==> config.mk <==
export PLATFORM = sky130hd
export DESIGN_NAME = return_addr_unit_flat
export DESIGN_NICKNAME = d
export VERILOG_FILES = /design/src/rtl/ev20_pkg.sv /design/src/rtl/return_addr_unit_if.sv /design/src/rtl/lifo_store.sv /design/src/rtl/return_addr_unit.sv /design/src/flat_wrapper.sv
export SDC_FILE = /design/constraint.sdc
export NUM_CORES = 1
export LEC_CHECK = 0
export ABC_AREA = 1
export ABC_CLOCK_PERIOD_IN_PS = 4710
export BUFFER_PORTS_ARGS = -buffer_cell sky130_fd_sc_hd__buf_2
export CORE_ASPECT_RATIO = 1.5
export CORE_UTILIZATION = 45
export CTS_CLUSTER_DIAMETER = 40
export DETAILED_ROUTE_END_ITERATION = 10
export PLACE_DENSITY = 0.71
export SLEW_MARGIN = 40
export SYNTH_ARGS = -nofsm -noshare
export SYNTH_HDL_FRONTEND = slang
export SYNTH_HIERARCHICAL = 1
export SYNTH_SLANG_ARGS = --single-unit
export TNS_END_PERCENT = 30
==> constraint.sdc <==
create_clock -name clk -period 4.71 [get_ports clk]
set_input_delay 0.942 -clock clk [delete_from_list [all_inputs] [get_ports clk]]
set_output_delay 0.942 -clock clk [all_outputs]
set_load 0.005 [all_outputs]
==> src/rtl/ev20_pkg.sv <==
// Shared MicroEV20 definitions: return-address stack sizing and sequencer states.
package ev20_pkg;

  localparam int AW_PC     = 11;
  localparam int RAS_DEPTH = 8;

  typedef enum logic [1:0] {
    IDLE,
    JUMP,
    POP,
    LOAD
  } ras_state_t;

  // Occupancy counter needs one extra bit to represent a completely full stack.
  function automatic int depth_width(input int depth);
    return $clog2(depth) + 1;
  endfunction

endpackage

==> src/rtl/return_addr_unit_if.sv <==
// Decode-side bundle of the return-address unit: CALL/RET requests in, PC load and status out.
interface return_addr_unit_if
  import ev20_pkg::*;
#(
  parameter int AW    = AW_PC,
  parameter int DEPTH = RAS_DEPTH
);

  localparam int DW = depth_width(DEPTH);

  logic          enable;
  logic          call;
  logic          ret;
  logic [AW-1:0] pc_in;
  logic [AW-1:0] target;
  logic [AW-1:0] pc_out;
  logic          pc_load;
  logic          busy;
  logic [DW-1:0] depth;
  logic          overflow;
  logic          underflow;

  modport master (
    output enable, call, ret, pc_in, target,
    input  pc_out, pc_load, busy, depth, overflow, underflow
  );

  modport slave (
    input  enable, call, ret, pc_in, target,
    output pc_out, pc_load, busy, depth, overflow, underflow
  );

endinterface

==> src/rtl/lifo_store.sv <==
// LIFO storage for return addresses; the occupancy counter doubles as the stack pointer.
module lifo_store
  import ev20_pkg::*;
#(
  parameter  int AW    = AW_PC,
  parameter  int DEPTH = RAS_DEPTH,
  localparam int DW    = depth_width(DEPTH)
) (
  input  logic          clk,
  input  logic          clear_n,
  input  logic          push,
  input  logic          pop,
  input  logic [AW-1:0] wdata,
  output logic [AW-1:0] rdata,
  output logic [DW-1:0] depth,
  output logic          full,
  output logic          empty
);

  localparam int IW = $clog2(DEPTH);

  logic [AW-1:0] mem [DEPTH];
  logic [DW-1:0] depth_q, depth_d;
  logic [IW-1:0] wr_idx, rd_idx;

  // Index arithmetic wraps at DEPTH, so a full stack still reads its top at DEPTH-1.
  assign wr_idx = depth_q[IW-1:0];
  assign rd_idx = wr_idx - IW'(1);

  assign full  = (depth_q == DW'(DEPTH));
  assign empty = (depth_q == '0);
  assign depth = depth_q;
  assign rdata = mem[rd_idx];

  always_comb begin
    depth_d = depth_q;
    if (push && !full) begin
      depth_d = depth_q + DW'(1);
    end else if (pop && !empty) begin
      depth_d = depth_q - DW'(1);
    end
  end

  always_ff @(posedge clk or negedge clear_n) begin
    if (!clear_n) begin
      depth_q <= '0;
    end else begin
      depth_q <= depth_d;
    end
  end

  always_ff @(posedge clk) begin
    if (push && !full) begin
      mem[wr_idx] <= wdata;
    end
  end

endmodule

==> src/rtl/return_addr_unit.sv <==
// CALL/RET sequencer for the MicroEV20 core: pushes return addresses, pops them back
// and issues a single-cycle PC load strobe for each accepted request.
module return_addr_unit
  import ev20_pkg::*;
#(
  parameter int AW    = AW_PC,
  parameter int DEPTH = RAS_DEPTH
) (
  input  logic               clk,
  input  logic               clear_n,
  return_addr_unit_if.slave  bus
);

  localparam int DW = depth_width(DEPTH);

  ras_state_t    state_q, state_d;
  logic [AW-1:0] pc_out_q, pc_out_d;
  logic          pc_load_q, pc_load_d;
  logic          busy_q, busy_d;
  logic          overflow_q, overflow_d;
  logic          underflow_q, underflow_d;

  logic          push, pop, full, empty;
  logic [AW-1:0] ret_addr, top_addr;
  logic [DW-1:0] lifo_depth;

  assign ret_addr = bus.pc_in + AW'(1);

  lifo_store #(
    .AW    (AW),
    .DEPTH (DEPTH)
  ) u_lifo (
    .clk     (clk),
    .clear_n (clear_n),
    .push    (push),
    .pop     (pop),
    .wdata   (ret_addr),
    .rdata   (top_addr),
    .depth   (lifo_depth),
    .full    (full),
    .empty   (empty)
  );

  always_comb begin
    state_d     = state_q;
    pc_out_d    = pc_out_q;
    overflow_d  = overflow_q;
    underflow_d = underflow_q;
    push        = 1'b0;
    pop         = 1'b0;
    unique case (state_q)
      IDLE: begin
        if (bus.enable && bus.call) begin
          if (full) begin
            overflow_d = 1'b1;
          end else begin
            push     = 1'b1;
            pc_out_d = bus.target;
            state_d  = JUMP;
          end
        end else if (bus.enable && bus.ret) begin
          if (empty) begin
            underflow_d = 1'b1;
          end else begin
            pop      = 1'b1;
            pc_out_d = top_addr;
            state_d  = POP;
          end
        end
      end
      JUMP:    state_d = IDLE;
      POP:     state_d = LOAD;
      LOAD:    state_d = IDLE;
      default: state_d = IDLE;
    endcase
    // Strobe and busy are registered copies of where the sequencer is heading.
    pc_load_d = (state_d == JUMP) || (state_d == LOAD);
    busy_d    = (state_d != IDLE);
  end

  always_ff @(posedge clk or negedge clear_n) begin
    if (!clear_n) begin
      state_q     <= IDLE;
      pc_out_q    <= '0;
      pc_load_q   <= 1'b0;
      busy_q      <= 1'b0;
      overflow_q  <= 1'b0;
      underflow_q <= 1'b0;
    end else begin
      state_q     <= state_d;
      pc_out_q    <= pc_out_d;
      pc_load_q   <= pc_load_d;
      busy_q      <= busy_d;
      overflow_q  <= overflow_d;
      underflow_q <= underflow_d;
    end
  end

  assign bus.pc_out    = pc_out_q;
  assign bus.pc_load   = pc_load_q;
  assign bus.busy      = busy_q;
  assign bus.depth     = lifo_depth;
  assign bus.overflow  = overflow_q;
  assign bus.underflow = underflow_q;

endmodule
==> src/flat_wrapper.sv <==
// flat-port wrapper written by rule: the top's interface ports become plain ports
module return_addr_unit_flat import ev20_pkg::*;
#(
  parameter int AW    = AW_PC,
  parameter int DEPTH = RAS_DEPTH
)
  (clk, clear_n, bus_enable, bus_call, bus_ret, bus_pc_in, bus_target, bus_pc_out, bus_pc_load, bus_busy, bus_depth, bus_overflow, bus_underflow);
  return_addr_unit_if #(.AW(AW), .DEPTH(DEPTH)) bus_i ();
  input  logic clk;
  input  logic clear_n;
  input wire logic [$bits(bus_i.enable)-1:0] bus_enable;
  input wire logic [$bits(bus_i.call)-1:0] bus_call;
  input wire logic [$bits(bus_i.ret)-1:0] bus_ret;
  input wire logic [$bits(bus_i.pc_in)-1:0] bus_pc_in;
  input wire logic [$bits(bus_i.target)-1:0] bus_target;
  output wire logic [$bits(bus_i.pc_out)-1:0] bus_pc_out;
  output wire logic [$bits(bus_i.pc_load)-1:0] bus_pc_load;
  output wire logic [$bits(bus_i.busy)-1:0] bus_busy;
  output wire logic [$bits(bus_i.depth)-1:0] bus_depth;
  output wire logic [$bits(bus_i.overflow)-1:0] bus_overflow;
  output wire logic [$bits(bus_i.underflow)-1:0] bus_underflow;
  assign bus_i.enable = bus_enable;
  assign bus_i.call = bus_call;
  assign bus_i.ret = bus_ret;
  assign bus_i.pc_in = bus_pc_in;
  assign bus_i.target = bus_target;
  assign bus_pc_out = bus_i.pc_out;
  assign bus_pc_load = bus_i.pc_load;
  assign bus_busy = bus_i.busy;
  assign bus_depth = bus_i.depth;
  assign bus_overflow = bus_i.overflow;
  assign bus_underflow = bus_i.underflow;
  return_addr_unit #(.AW(AW), .DEPTH(DEPTH)) u_core (.clk(clk), .clear_n(clear_n), .bus(bus_i));
endmodule
==> impl_metrics.csv <==
group,metric,value,unit
clock_tree,postCtsHoldBufs,0,
floorplanning,pin_count,46,
timing,period_minus_slack,2820,ps
synthesis,synth-adder-area-share,0.0141,
global_routing,grt_pass1_wl,16.6,mm
synthesis,synth-simple-area-share,0.197,
final_layout,final_common_cell,"nand2_1",
floorplanning,core.rowCount,46,
global_routing,grt_max_degree,49,
timing,worst_slew_pin_slew,788,ps
drt,vias,3532,
synthesis,syn_inst,498,
drt,ant_nets,0,
pwr,peakVddDrop,0.283,mV
synthesis,synthArstFlopShare,0.193,
pwr,powerDensity,618,nW/um2
global_routing,overflow,0,
synthesis,synth-edff-count,88,
min_path,hp-start,"u_core/bus.underflow",
clock_tree,cts_setup_buffers,0,
timing,grt_setup_unrepaired,"no",
global_routing,grt_pass1_vias,3398,
synthesis,synth_seq_cells,109,
pwr,p_switching,1.38,mW
synthesis,synth_ff_type,"edfxtp_1",
timing,fin_crit_sh,0.599,
final_layout,nets,564,
synthesis,ys_types,26,
synthesis,synth-xor-area-share,0.0156,
critical_path,reg2reg_from,"u_core/u_lifo/depth[1]",
final_layout,area_growth,11.2,%
synthesis,synth_compound_area_frac,0.0769,
pwr,power.leakage,2.30,nW
min_path,worstHoldEndpoint,"u_core/bus.underflow",
pwr,p_int,2.04,mW
synthesis,yosysTopAreaCell,"edfxtp_1",
timing,relSlewSlack,0.471,
clock_tree,cts-resized-gates,0,
critical_path,rrSetupSlack,1930,ps
timing,setup_viol,0,
timing,skew,9.30,ps
drt,wire_per_inst,15.1,um
job,maxCapViolCount,0,
timing,final.setup.tns,0,ps
drt,drt-initial-drc-count,265,
synthesis,yosys.area.top_type_share,0.531,
floorplanning,start_util,0.468,
timing,finalHoldViolCount,0,
placed_design,gp_congestion,0.856,
clock_tree,cts_root_buf,"clkbuf_16",
synthesis,synth_top_family_by_area,"simple AND/OR/NAND/NOR gates",
clock_tree,cts_buffers,9,
synthesis,netlist_area,4980,um2
placed_design,pre_cts_slack,1320,ps
placed_design,port_buffers,45,
global_routing,antenna_found_initial,0,
final_layout,fill_cells,923,
min_path,min_path_cells,2,
floorplanning,die_w,87.9,um
placed_design,hpwl,7.32,mm
pwr,swShare,0.403,
floorplanning,coreArea,10600,um2
synthesis,yosysSeqAreaShare,0.636,
critical_path,startpoint_type,"input pin",
pwr,p_total,3.42,mW
drt,drc,0,
timing,finalWorstSetupSlack,1890,ps
status,status,"complete, no violations",
synthesis,synth_warnings,6,
critical_path,worstReg2RegEnd,"u_core/u_lifo/mem[5][0]",
synthesis,syn_avg_cell_area,10.0,um2
synthesis,muxShareOfSynthArea,0,
critical_path,critical_path_arrival,2800,ps
clock_tree,cts.path.max_buffers,2,
drt,totalWireLength,10.3,mm
clock_tree,cts_tree,"yes",
clock_tree,clkSlewWorstSetupHoldPaths,70,ps
timing,clock.fmax,355,MHz
clock_tree,cts.sinks,109,
pwr,pwr-share-seq,0.365,
critical_path,rr_worst_depth,11,
floorplanning,die_y,131,um
critical_path,critPathMaxFanout,14,
final_layout,final_cell_mix,"nand2_1, nor2_1, edfxtp_1, o21ai_0, buf_2",
critical_path,crit_type,"in2reg",
final_layout,drive_above_1_share,0.147,
floorplanning,dieArea,11500,um2
critical_path,critPathCaptureType,"register",
clock_tree,htreeDepth,3,
final_layout,antenna_cells,0,
pwr,clkPwrFrac,0.196,
pwr,comb_power_share,0.439,
timing,drv_slew,0,
min_path,hold_class,"reg2reg",
synthesis,synth_fp_nets,530,
synthesis,synthTopCellsByArea,"edfxtp_1, dfrtp_1, nor2_1",
global_routing,grt_usage,0.195,
drt,first_pass_iters,5,
drt,avgViaCountPerCell,5.19,
clock_tree,clk_latency,350,ps
critical_path,required,4690,ps
==> through the flow <==
step,util,instance area (um2),hold WS [ps],instances
after floorplan,-,4980,457,498
after global placement,0.492,5240,446,665
after detailed placement,0.493,5250,452,665
after CTS,0.517,5510,469,681
after global routing,0.520,5540,498,681
final,0.520,5540,463,681
==> routing by layer <==
layer  part of all wire  GRT usage
met3              0.051     0.0415
met5                  0          0
met1               0.40      0.224
met4              0.021     0.0916
met2               0.53      0.342
==> power groups by stage <==
| stage | Combinational (mW) | Clock, mW | Sequential, mW |
|---|---|---|---|
| after detailed placement | 1.48 | 0 | 1.27 |
| after floorplan | 1.16 | 0 | 1.27 |
| final | 1.50 | 0.672 | 1.25 |
| after global placement | 1.45 | 0 | 1.27 |
| after global routing | 1.74 | 0.721 | 1.27 |
| after CTS | 1.48 | 0.691 | 1.25 |
==> registers in the layout, indices dropped and copies added, names as in the netlist <==
register,count
u_core/u_lifo/mem,88
u_core/bus.pc_out,11
u_core/u_lifo/depth,4
u_core/state_q,2
u_core/bus.busy,1
u_core/bus.overflow,1
u_core/bus.pc_load,1
u_core/bus.underflow,1
==> cell usage after synthesis (2+ instances only) <==
library cell,n
buf_2,12
buf_4,4
buf_6,5
clkbuf_1,2
dfrtp_1,21
edfxtp_1,88
ha_1,4
inv_1,37
nand2_1,92
nand2_2,3
nand3_1,41
nand3b_1,2
nand4_1,3
nor2_1,97
nor2_2,2
o21ai_0,61
o21ai_1,8
o21ai_2,2
o21bai_1,2
xnor2_1,2
xor2_1,5
==> worst max-delay path, stage by stage <==
cell     delay [ps]
buf_2           230
nand2_2         210
nor2_2          170
nand2_2         180
inv_1           110
nand2_2         120
inv_1           130
nand2_1         170
nor2_2          530
==> layout make-up <==
class,instances,area [um2],share of cell area
inverters,38,143,0.0258
repair buffers,47,240,0.0434
multi-input cells,327,1540,0.279
flip-flops and latches,109,3170,0.572
well taps,144,180,0.0325
clock buffers,11,233,0.0420
clock inverters,5,27.5,0.00497
==> cells by family (layout without fill, tap and decap cells) <==
group | count (synthesis) | count (layout)
AND/OR/NAND/NOR | 240 | 240
flip-flops | 109 | 109
AO/OA/AOI/OAI | 74 | 74
buffers and inverters | 62 | 101
XOR/XNOR | 8 | 8
adder cells (fa/ha/maj) | 5 | 5
==> worst max path at each step <==
| stage | start | endpoint | slack [ps] | cells past startpoint |
|---|---|---|---|---|
| 3_3_place_gp | bus_enable | u_core/u_lifo/mem[7][2] | 1440 | 9 |
| 3_5_place_dp | bus_enable | u_core/u_lifo/mem[5][8] | 1320 | 9 |
| 5_1_grt | u_core/u_lifo/depth[1] | u_core/u_lifo/mem[7][1] | 1630 | 11 |
| 6_report | bus_enable | u_core/u_lifo/mem[5][0] | 1890 | 9 |
| 4_1_cts | bus_call | u_core/u_lifo/mem[5][4] | 1690 | 9 |
| 2_1_floorplan | u_core/u_lifo/depth[0] | u_core/u_lifo/mem[0][0] | 1940 | 14 |
No activity file was read; power rests on OpenSTA's default activity.
